**src/rtl/status_text_buf.sv**
```systemverilog
// Writable 16x16 status text buffer: mine count, elapsed seconds, game state.
// Define STATUS_TEXT_BLANK_ZERO_EN to blank leading zero digits.
module status_text_buf #(
  parameter int CLK_HZ   = 65_000_000,
  parameter int TIME_MAX = 999
) (
  input  logic       clk,
  input  logic       rst,
  input  logic [7:0] char_xy,
  output logic [6:0] char_code,
  input  logic [7:0] mines_left,
  input  logic [1:0] game_state,
  output logic       busy
);

  localparam int PW = (CLK_HZ > 1) ? $clog2(CLK_HZ) : 1;
  localparam logic [PW-1:0] PRESC_MAX = PW'(CLK_HZ - 1);
  localparam logic [9:0] TMAX = 10'(TIME_MAX);

  typedef enum logic [2:0] {
    S_CLEAR, S_IDLE, S_CONV_M, S_WR_M,
    S_CONV_T, S_WR_T, S_WR_S
  } state_t;

  state_t state, state_nx;

  logic [7:0]    cnt;
  logic          last;
  logic          start;
  logic          we;
  logic [7:0]    waddr;
  logic [6:0]    wdata;
  logic [6:0]    ram [256];

  logic [7:0]    prev_m;
  logic [1:0]    prev_gs;
  logic          dirty;
  logic          dirty_set;

  logic [PW-1:0] presc;
  logic [9:0]    timer;
  logic          playing;
  logic          wrap;
  logic          into_ready;
  logic          timer_chg;

  logic [7:0]    snap_m;
  logic [9:0]    snap_t;
  logic [1:0]    snap_gs;

  logic [9:0]    bin;
  logic [11:0]   bcd;
  logic [11:0]   bcd_adj;
  logic [6:0]    c_h, c_t, c_u;

  function automatic logic [6:0] label(input logic [7:0] a);
    logic [6:0] c;
    case (a)
      8'h00:   c = 7'h4D;
      8'h01:   c = 7'h49;
      8'h02:   c = 7'h4E;
      8'h03:   c = 7'h45;
      8'h04:   c = 7'h53;
      8'h05:   c = 7'h3A;
      8'h10:   c = 7'h54;
      8'h11:   c = 7'h49;
      8'h12:   c = 7'h4D;
      8'h13:   c = 7'h45;
      8'h14:   c = 7'h3A;
      default: c = 7'h20;
    endcase
    return c;
  endfunction

  function automatic logic [6:0] status_char(
    input logic [1:0] gs,
    input logic [3:0] i
  );
    logic [71:0] s;
    int          sh;
    case (gs)
      2'd0:    s = "READY    ";
      2'd1:    s = "PLAYING  ";
      2'd2:    s = "YOU WIN  ";
      default: s = "GAME OVER";
    endcase
    sh = 8 * (8 - int'(i));
    return 7'(s[sh +: 8]);
  endfunction

  // Timer and dirty tracking
  assign playing    = (game_state == 2'd1);
  assign wrap       = playing && (presc == PRESC_MAX);
  assign into_ready = (game_state == 2'd0) && (prev_gs != 2'd0);
  assign timer_chg  = !into_ready && wrap && (timer != TMAX);
  assign dirty_set  = (mines_left != prev_m) ||
                      (game_state != prev_gs) ||
                      timer_chg;

  always_ff @(posedge clk) begin
    prev_m  <= mines_left;
    prev_gs <= game_state;
  end

  always_ff @(posedge clk) begin
    if (rst) begin
      presc <= '0;
      timer <= '0;
    end else if (into_ready) begin
      presc <= '0;
      timer <= '0;
    end else if (playing) begin
      if (wrap) begin
        presc <= '0;
        if (timer != TMAX) timer <= timer + 10'd1;
      end else begin
        presc <= presc + PW'(1);
      end
    end
  end

  always_ff @(posedge clk) begin
    if (rst)            dirty <= 1'b1;
    else if (dirty_set) dirty <= 1'b1;
    else if (start)     dirty <= 1'b0;
  end

  // Double-dabble datapath shared by both conversions
  always_comb begin
    for (int k = 0; k < 3; k++) begin
      bcd_adj[4*k +: 4] = (bcd[4*k +: 4] >= 4'd5) ?
                          bcd[4*k +: 4] + 4'd3 :
                          bcd[4*k +: 4];
    end
  end

  always_ff @(posedge clk) begin
    if (rst) begin
      bin <= '0;
      bcd <= '0;
    end else if (state == S_CONV_M || state == S_CONV_T) begin
      if (cnt == 8'd0) begin
        bin <= (state == S_CONV_M) ? {2'b00, snap_m} : snap_t;
        bcd <= '0;
      end else begin
        {bcd, bin} <= {bcd_adj, bin} << 1;
      end
    end
  end

  always_comb begin
    c_u = {3'b011, bcd[3:0]};
`ifdef STATUS_TEXT_BLANK_ZERO_EN
    c_h = (bcd[11:8] == 4'd0) ? 7'h20 : {3'b011, bcd[11:8]};
    c_t = (bcd[11:4] == 8'd0) ? 7'h20 : {3'b011, bcd[7:4]};
`else
    c_h = {3'b011, bcd[11:8]};
    c_t = {3'b011, bcd[7:4]};
`endif
  end

  always_ff @(posedge clk) begin
    if (rst) begin
      snap_m  <= '0;
      snap_t  <= '0;
      snap_gs <= '0;
    end else if (start) begin
      snap_m  <= mines_left;
      snap_t  <= timer;
      snap_gs <= game_state;
    end
  end

  // Writer FSM
  always_ff @(posedge clk) begin
    if (rst) begin
      state <= S_CLEAR;
      cnt   <= '0;
    end else begin
      state <= state_nx;
      cnt   <= last ? 8'd0 : cnt + 8'd1;
    end
  end

  always_comb begin
    state_nx = state;
    last     = 1'b0;
    start    = 1'b0;
    we       = 1'b0;
    waddr    = cnt;
    wdata    = 7'h20;
    unique case (state)
      S_CLEAR: begin
        we    = 1'b1;
        wdata = label(cnt);
        if (cnt == 8'd255) begin
          state_nx = S_IDLE;
          last     = 1'b1;
        end
      end
      S_IDLE: begin
        last = 1'b1;
        if (dirty) begin
          start    = 1'b1;
          state_nx = S_CONV_M;
        end
      end
      S_CONV_M, S_CONV_T: begin
        if (cnt == 8'd10) begin
          state_nx = (state == S_CONV_M) ? S_WR_M : S_WR_T;
          last     = 1'b1;
        end
      end
      S_WR_M, S_WR_T: begin
        we    = 1'b1;
        waddr = {(state == S_WR_M) ? 4'd0 : 4'd1,
                 4'd7 + cnt[3:0]};
        unique case (1'b1)
          cnt[1:0] == 2'd0: wdata = c_h;
          cnt[1:0] == 2'd1: wdata = c_t;
          default:          wdata = c_u;
        endcase
        if (cnt == 8'd2) begin
          state_nx = (state == S_WR_M) ? S_CONV_T : S_WR_S;
          last     = 1'b1;
        end
      end
      S_WR_S: begin
        we    = 1'b1;
        waddr = {4'd2, cnt[3:0]};
        wdata = status_char(snap_gs, cnt[3:0]);
        if (cnt == 8'd8) begin
          state_nx = S_IDLE;
          last     = 1'b1;
        end
      end
      default: begin
        state_nx = S_CLEAR;
        last     = 1'b1;
      end
    endcase
  end

  assign busy = (state != S_IDLE);

  // Read-before-write RAM: a same-address read returns the old cell
  always_ff @(posedge clk) begin
    if (we) ram[waddr] <= wdata;
  end

  always_ff @(posedge clk) begin
    if (rst) char_code <= '0;
    else     char_code <= ram[char_xy];
  end

endmodule
```
**config.mk**
```make
export PLATFORM = sky130hd
export DESIGN_NAME = status_text_buf
export DESIGN_NICKNAME = d
export VERILOG_FILES = /design/src/rtl/status_text_buf.sv
export SDC_FILE = /design/constraint.sdc
export NUM_CORES = 2
export LEC_CHECK = 0
export ABC_AREA = 0
export CAP_MARGIN = 20
export CORE_MARGIN = 8
export CORE_UTILIZATION = 41
export CTS_BUF_LIST = sky130_fd_sc_hd__clkbuf_4 sky130_fd_sc_hd__clkbuf_8 sky130_fd_sc_hd__clkbuf_16
export DETAILED_ROUTE_END_ITERATION = 7
export GPL_TIMING_DRIVEN = 1
export PLACE_DENSITY = 0.65
export SETUP_SLACK_MARGIN = 0.02
export SLEW_MARGIN = 5
export SYNTH_ARGS = -nofsm -noshare
export SYNTH_HDL_FRONTEND = slang
export SYNTH_SLANG_ARGS = --single-unit
```
**constraint.sdc**
```tcl
create_clock -name clk -period 19.9 [get_ports clk]
set_input_delay 4.975 -clock clk [delete_from_list [all_inputs] [get_ports clk]]
set_output_delay 4.975 -clock clk [all_outputs]
set_load 0.01 [all_outputs]
```
# --- Word level (Yosys, flattened, before mapping) ---
# Memory sizes are Yosys's and may differ from the RTL's. A register that Yosys moved wholly into a read port is not among the register bits.
# Index checks and enable logic that the tools add are counted.
word_totals:
  reg_bits: 100
  ram_bits: 1792
  memories: 2
  out_inout_bits: 8
  rom_bits: 224
  inputBits: 20
op_classes:
  n_shift: 1
  add_sub_neg: 8
  n_lt_le_gt_ge: 3
  eq_ne: 24
  reduce_logical: 23
  mux: 33
mem_list:
  columns: ["name", "depth", "width", "rd", "rd_ports_with_merged_regs", "wr", "line", "source"]
  rows:
  - ["ram", 256, 7, 1, 1, 1, "33", "logic [6:0] ram [256];"]
  - ["(name not given)", 32, 7, 1, 1, 0, "58", "case (a)"]
ops:
  columns: ["op", "count"]
  rows:
  - ["$pmux W69 S3", 1]
  - ["$mux W72", 1]
  - ["$shiftx A72 B8 Y7", 1]
  - ["$add A26 B1 Y26 const B", 1]
  - ["$eq A26 B26 Y1 const B", 1]
  - ["$mux W26", 1]
  - ["$mux W3", 7]
  - ["$pmux W7 S3", 1]
  - ["$mux W10", 2]
  - ["$eq A8 B4 Y1 const B", 2]
  - ["$pmux W8 S2", 1]
  - ["$pmux W3 S5", 1]
  - ["$ge A4 B3 Y1 const B", 3]
  - ["$mux W12", 1]
  - ["$add A10 B1 Y10 const B", 1]
  - ["$mux W1", 10]
  - ["$ne A10 B10 Y1 const B", 1]
  - ["$ne A2 B2 Y1 const B", 5]
  - ["$reduce_or A2 Y1", 5]
  - ["$eq A3 B3 Y1 const B", 3]
  - ["$add A4 B2 Y4 const B", 2]
  - ["$add A8 B1 Y8 const B", 1]
  - ["$eq A8 B2 Y1 const B", 1]
  - ["$eq A8 B8 Y1 const B", 1]
  - ["26 further kinds", 38]

# --- Longest topological paths before layout ---
depth:
  depth_word: 7
  mapped_depth: 18
  ltp_nobuf: 14

# --- Worst setup path after synthesis ---
# No wires, ideal clock.
synth_timing:
  path_type: "reg2reg"
  startpoint: "reg cnt[0]"
  endpoint: "mem ram[0][1], data pin"
  setup_slack_ns: 5.315
  path_buffers: 3
  setup_ns: 2.187
  synth_period_minus_slack_ns: 14.585
  t_arrival_ns: 12.398
  stages_incl_launch_ff: 12
  path_cell_list: "dfxtp_1 -> clkbuf_1 -> inv_1 -> clkbuf_1 -> ha_1 -> clkbuf_1 -> nor2b_1 -> o21ai_0 -> nor3_1 -> o21ba_2 -> o31a_1 -> o21ai_0"
synth_between:
  elab_chain_cells: 3
  elab_cells_between_ends: 6
  cone_classes: "add/sub (1); eq/ne (1); shift (1); mux (2); reduce/logical (1)"
synth_lines:
  columns: ["item", "line", "source"]
  rows:
  - ["start, declared", "27", "logic [7:0] cnt;"]
  - ["start signal, assigned", "181", "cnt <= last ? 8'd0 : cnt + 8'd1;"]
  - ["$sub A4 B4 Y5 (tied with other cells)", "87", "sh = 8 * (8 - int'(i));"]
  - ["$shiftx A72 B8 Y7 or $pmux W4 S2 (tied branches)", "88, 218", null]
  - ["$pmux W7 S3 (*)", "192", "unique case (state)"]
  - ["named net wdata[1]", "32", "logic [6:0] wdata;"]
  - ["end, declared", "33", null]
# Mark *: on every way through the listed nets, which the timed path passes. The rest lies on a longest branch.

==> PnR_summary.wiki <==
{| class="wikitable"
! Metric !! Value
|-
| Number of global-route vias before repair || 39.9k
|-
| Clock-pin slew of the registers on the worst-case setup and hold paths || 0.06 ns
|-
| TritonCTS clock tree || yes
|-
| Launching point of the worst reg2reg path || cnt[0]
|-
| Slowest cell on the critical path || sky130_fd_sc_hd__buf_4
|-
| Footprint of the flip-flops and latches || 56100 um2
|-
| Worst hold path startpoint || snap_t[3]
|-
| Global placement routability congestion || 0.839
|-
| Library cell occupying the most area in the post-synthesis netlist || sky130_fd_sc_hd__edfxtp_1
|-
| Final Critical Period || 8.91 ns
|-
| Overall track demand over capacity in global routing || 19.0%
|-
| CTS H-tree lvls || 4
|-
| Series of cell instances along the critical path || buf_8, buf_4, buf_4, buf_12, mux4_2, and2_1, o22ai_1, nor4b_1, nand4_1, o22ai_1
|-
| Die area || 200000 um2
|-
| Cell variety after synth || 80
|-
| Initial antenna violation count || 9
|-
| Total of cells resized after clock tree synthesis || 0
|-
| Pwr per Cell Area || 108 nW/um2
|-
| Area of combinational cells with multiple inputs || 18900 um2
|-
| HPWL after detailed placement || 118 mm
|-
| Post-Synthesis Mean Instance Area || 17.8 um2
|-
| Number of routed nets with antenna violations || 0
|-
| Overall overflow remaining after global route || 0
|-
| Boundary Pins || 28
|-
| Total Negative Setup Slacks || 0 ns
|-
| Floorplan die height || 447 um
|-
| Fillers || 15.5k
|-
| Count of routing violations after the opening detailed-route iteration || 4820
|-
| Master cell of the clock root buffer || sky130_fd_sc_hd__clkbuf_16
|-
| Worst clock skew || 0.0271 ns
|-
| CTS Sinks || 1906
|-
| WP data required || 20.63 ns
|-
| Setup slack at placement || 10.22 ns
|-
| Max frequency || 112 MHz
|-
| Endpoint type of the worst setup path || flop
|-
| Site row count || 158
|-
| Worst Setup Start Kind || input port
|-
| Total via count in the routed design || 40.9k
|-
| Async set-or-reset flop fraction in the synthesized netlist || 0%
|-
| #FFs+latches synth || 1906
|-
| Number of warnings issued by yosys || 0
|-
| Worst VDD drop || 0.0000966 V
|-
| Cell types with the largest area share after synthesis || sky130_fd_sc_hd__edfxtp_1, sky130_fd_sc_hd__mux4_2, sky130_fd_sc_hd__mux2i_1
|-
| Pin count of the biggest net entering global routing || 245
|-
| Post-DR wirelength/cell || 28.2 um
|-
| Endpoint with the worst hold slack || snap_t[3]
|-
| Worst hold-check path type || reg2reg
|-
| Clock latency of the later-clocked register in the worst-skew pair || 0.82 ns
|-
| WHS || 0.453 ns
|-
| Final net count || 4329
|-
| Number of buffers inserted by hold repair at cts || 0
|-
| Pins Over Slew Limit || 0
|-
| Global-route wire length before repair || 281 mm
|-
| Cells after Synth || 4265
|-
| Setup repair bufs after CTS || 0
|-
| Reg-to-reg endpoint || ram[22][5]
|-
| Setup Viol. Count Final || 0
|-
| Post-route worst setup slack || 10.99 ns
|-
| Slew at the pin closest to its max-slew limit || 1.33 ns
|-
| Sequential fraction of the synthesis area || 73.7%
|-
| Status || finished clean
|-
| Post-synth EDFFs || 1792
|-
| Post-Route WL || 195 mm
|-
| # port buffers || 27
|-
| Worst Hold Depth || 2
|-
| Via density || 5.92
|-
| Die Span X || 447 um
|-
| Post-route DRC || 0
|-
| Leakage || 0.0263 uW
|-
| Register-to-Register Path Depth || 11
|-
| Category of the most critical setup path || in2reg
|-
| Highest net fanout along the worst path || 96
|-
| CP max stage delay || 0.74 ns
|-
| Final design utilization || 46.1%
|-
| Drt first pass iters || 6
|-
| Top flip-flop cell by instance count after synthesis || sky130_fd_sc_hd__edfxtp_1
|-
| CORE AREA || 185000 um2
|-
| Fin. Hold Viols || 0
|-
| Fraction of final layout cells sized beyond drive strength 1 || 17.7%
|-
| Share of the synthesized area in the top cell type || 70.7%
|-
| Syn_nets || 4309
|-
| Post-synthesis instance area || 76100 um2
|-
| TritonCTS Buffers || 185
|-
| Signed area change from the synthesized netlist to the final layout || 11.9%
|-
| Tcrit/Tclk final || 44.8%
|-
| Flop-to-flop setup slack || 13.95 ns
|-
| Initial Util || 41.2%
|-
| Cell count after placement || 6572
|-
| Worst relative slew slack || 11.7%
|-
| Post-route non-filler standard cell count || 6920
|-
| Max-capacitance violation count || 0
|-
| CTS Buffer Depth || 3
|-
| Arrival time of the worst setup path || 9.63 ns
|-
| RSZ-0062 raised after global routing || no
|}
-- how the worst max path moves through the flow --
stage | endpoint | start | slack (ns) | cells after the start
detailed placement | char_code[2] | char_xy[1] | 10.22 | 10
global route | char_code[2] | char_xy[1] | 10.86 | 10
finish | char_code[2] | char_xy[1] | 10.99 | 10
global placement | char_code[4] | char_xy[1] | 10.14 | 9
CTS | char_code[2] | char_xy[1] | 11.07 | 10
floorplan | ram[0][1] | cnt[0] | 5.32 | 11
-- state kept, by name, summed over array words and instances (netlist names), named ones only --
register,count
presc,26
bcd,12
state,3
prev_gs,2
timer,10
prev_m,8
char_code,7
dirty,1
ram,1792
snap_gs,2
bin,10
snap_t,10
cnt,8
snap_m,8
-- final cells by class --
cell class	instances	share of cell area, %
diodes	3	0.00882
clock buffers	224	5.84
clock inverters	115	1.22
inverters	31	0.140
multi-input cells	2060	22.2
flip-flops and latches	1906	65.9
well taps	2480	3.64
repair buffers	101	1.06
-- critical path: cells and delay by family --
family / cells / cell delay (ns)
AO/OA/AOI/OAI: 2 / 0.40
buffers and inverters: 4 / 2.53
multiplexers: 1 / 0.40
AND/OR/NAND/NOR: 3 / 1.12
-- layout by cell type (no fill, tap or decap), types with 10 or more instances in the layout --
cell / count
sky130_fd_sc_hd__a2111oi_0: 18
sky130_fd_sc_hd__a211oi_1: 19
sky130_fd_sc_hd__a21oi_1: 95
sky130_fd_sc_hd__a221oi_1: 20
sky130_fd_sc_hd__a22oi_1: 56
sky130_fd_sc_hd__a31oi_1: 14
sky130_fd_sc_hd__and2_1: 10
sky130_fd_sc_hd__buf_4: 62
sky130_fd_sc_hd__bufinv_16: 13
sky130_fd_sc_hd__clkbuf_16: 187
sky130_fd_sc_hd__clkbuf_4: 35
sky130_fd_sc_hd__clkdlybuf4s50_1: 22
sky130_fd_sc_hd__clkinv_1: 45
sky130_fd_sc_hd__clkinv_2: 29
sky130_fd_sc_hd__clkinvlp_4: 11
sky130_fd_sc_hd__dfxtp_1: 114
sky130_fd_sc_hd__edfxtp_1: 1792
sky130_fd_sc_hd__ha_1: 24
sky130_fd_sc_hd__inv_1: 29
sky130_fd_sc_hd__mux2_2: 18
sky130_fd_sc_hd__mux2i_1: 251
sky130_fd_sc_hd__mux4_2: 346
sky130_fd_sc_hd__nand2_1: 152
sky130_fd_sc_hd__nand2b_1: 23
sky130_fd_sc_hd__nand3_1: 69
sky130_fd_sc_hd__nand4_1: 26
sky130_fd_sc_hd__nor2_1: 394
sky130_fd_sc_hd__nor3_1: 74
sky130_fd_sc_hd__nor4_1: 19
sky130_fd_sc_hd__o211ai_1: 12
sky130_fd_sc_hd__o21ai_0: 84
sky130_fd_sc_hd__o221ai_1: 74
sky130_fd_sc_hd__o22ai_1: 22
sky130_fd_sc_hd__o31ai_1: 14
sky130_fd_sc_hd__or3_1: 14
sky130_fd_sc_hd__xnor2_1: 30
sky130_fd_sc_hd__xor2_1: 27
-- metrics by stage --
step | instance area (um2) | total power, uW
global placement | 79100 | 5810
detailed placement | 79100 | 5840
floorplan | 76100 | 5590
finish | 85100 | 9230
global route | 85100 | 9470
CTS | 85100 | 9270
-- synthesized netlist by cell type, types with 7 or more instances --
cell                        number
sky130_fd_sc_hd__mux2_2         18
sky130_fd_sc_hd__a22oi_1        56
sky130_fd_sc_hd__nand4_1        26
sky130_fd_sc_hd__or2_2           8
sky130_fd_sc_hd__a211oi_1       19
sky130_fd_sc_hd__inv_1          29
sky130_fd_sc_hd__a31oi_1        14
sky130_fd_sc_hd__nor2b_1        11
sky130_fd_sc_hd__edfxtp_1     1792
sky130_fd_sc_hd__o221ai_1       74
sky130_fd_sc_hd__and3_1          7
sky130_fd_sc_hd__nand2b_1       32
sky130_fd_sc_hd__buf_2          56
sky130_fd_sc_hd__a221oi_1       20
sky130_fd_sc_hd__o21a_1          9
sky130_fd_sc_hd__clkbuf_1      165
sky130_fd_sc_hd__ha_1           24
sky130_fd_sc_hd__mux2i_1       251
sky130_fd_sc_hd__nor2_1        395
sky130_fd_sc_hd__o31ai_1        14
sky130_fd_sc_hd__and2_1         11
sky130_fd_sc_hd__mux4_2        346
sky130_fd_sc_hd__a21oi_1        95
sky130_fd_sc_hd__a311oi_1        7
sky130_fd_sc_hd__o21ai_0        88
sky130_fd_sc_hd__nand4b_1        7
sky130_fd_sc_hd__nor3_1         74
sky130_fd_sc_hd__dfxtp_1       114
sky130_fd_sc_hd__or3_1          14
sky130_fd_sc_hd__xor2_1         27
sky130_fd_sc_hd__and4_1          8
sky130_fd_sc_hd__buf_1          33
sky130_fd_sc_hd__o22ai_1        22
sky130_fd_sc_hd__nand2_1       154
sky130_fd_sc_hd__buf_4          13
sky130_fd_sc_hd__a2111oi_0      20
sky130_fd_sc_hd__nor4_1         19
sky130_fd_sc_hd__o211ai_1       12
sky130_fd_sc_hd__nand3_1        73
sky130_fd_sc_hd__xnor2_1        31
-- layer usage --
layer	GRT usage, %	vias to the layer above	share of wire, %
met5	0	-	0.011
met4	5.56	4	2.9
met3	4.11	296	9.3
met2	30.3	2007	48
met1	26.4	21391	40
li1	-	17236	-
-- logic make-up (layout without fill, tap and decap cells) --
family          count (synthesis)  in the layout  share of synthesized area [%]
flops                        1906           1906                           73.7
compound gates                495            495                           4.51
xor+xnor                       58             58                          0.668
other cells                     0              3                              0
fa+ha+maj                      25             25                          0.408
simple gates                  867            867                           5.23
mux                           615            615                           13.8
buf+inv                       299            471                           1.63
-- report_power, final --
part           leakage (uW)  internal (uW)  total [uW]  switching [uW]
logic               0.00638            189         938             749
clock network       0.00296           1960        3470            1520
registers            0.0170           4800        4820            18.0
total                0.0263           6950        9230            2280
(Power assumes the default switching activity.)
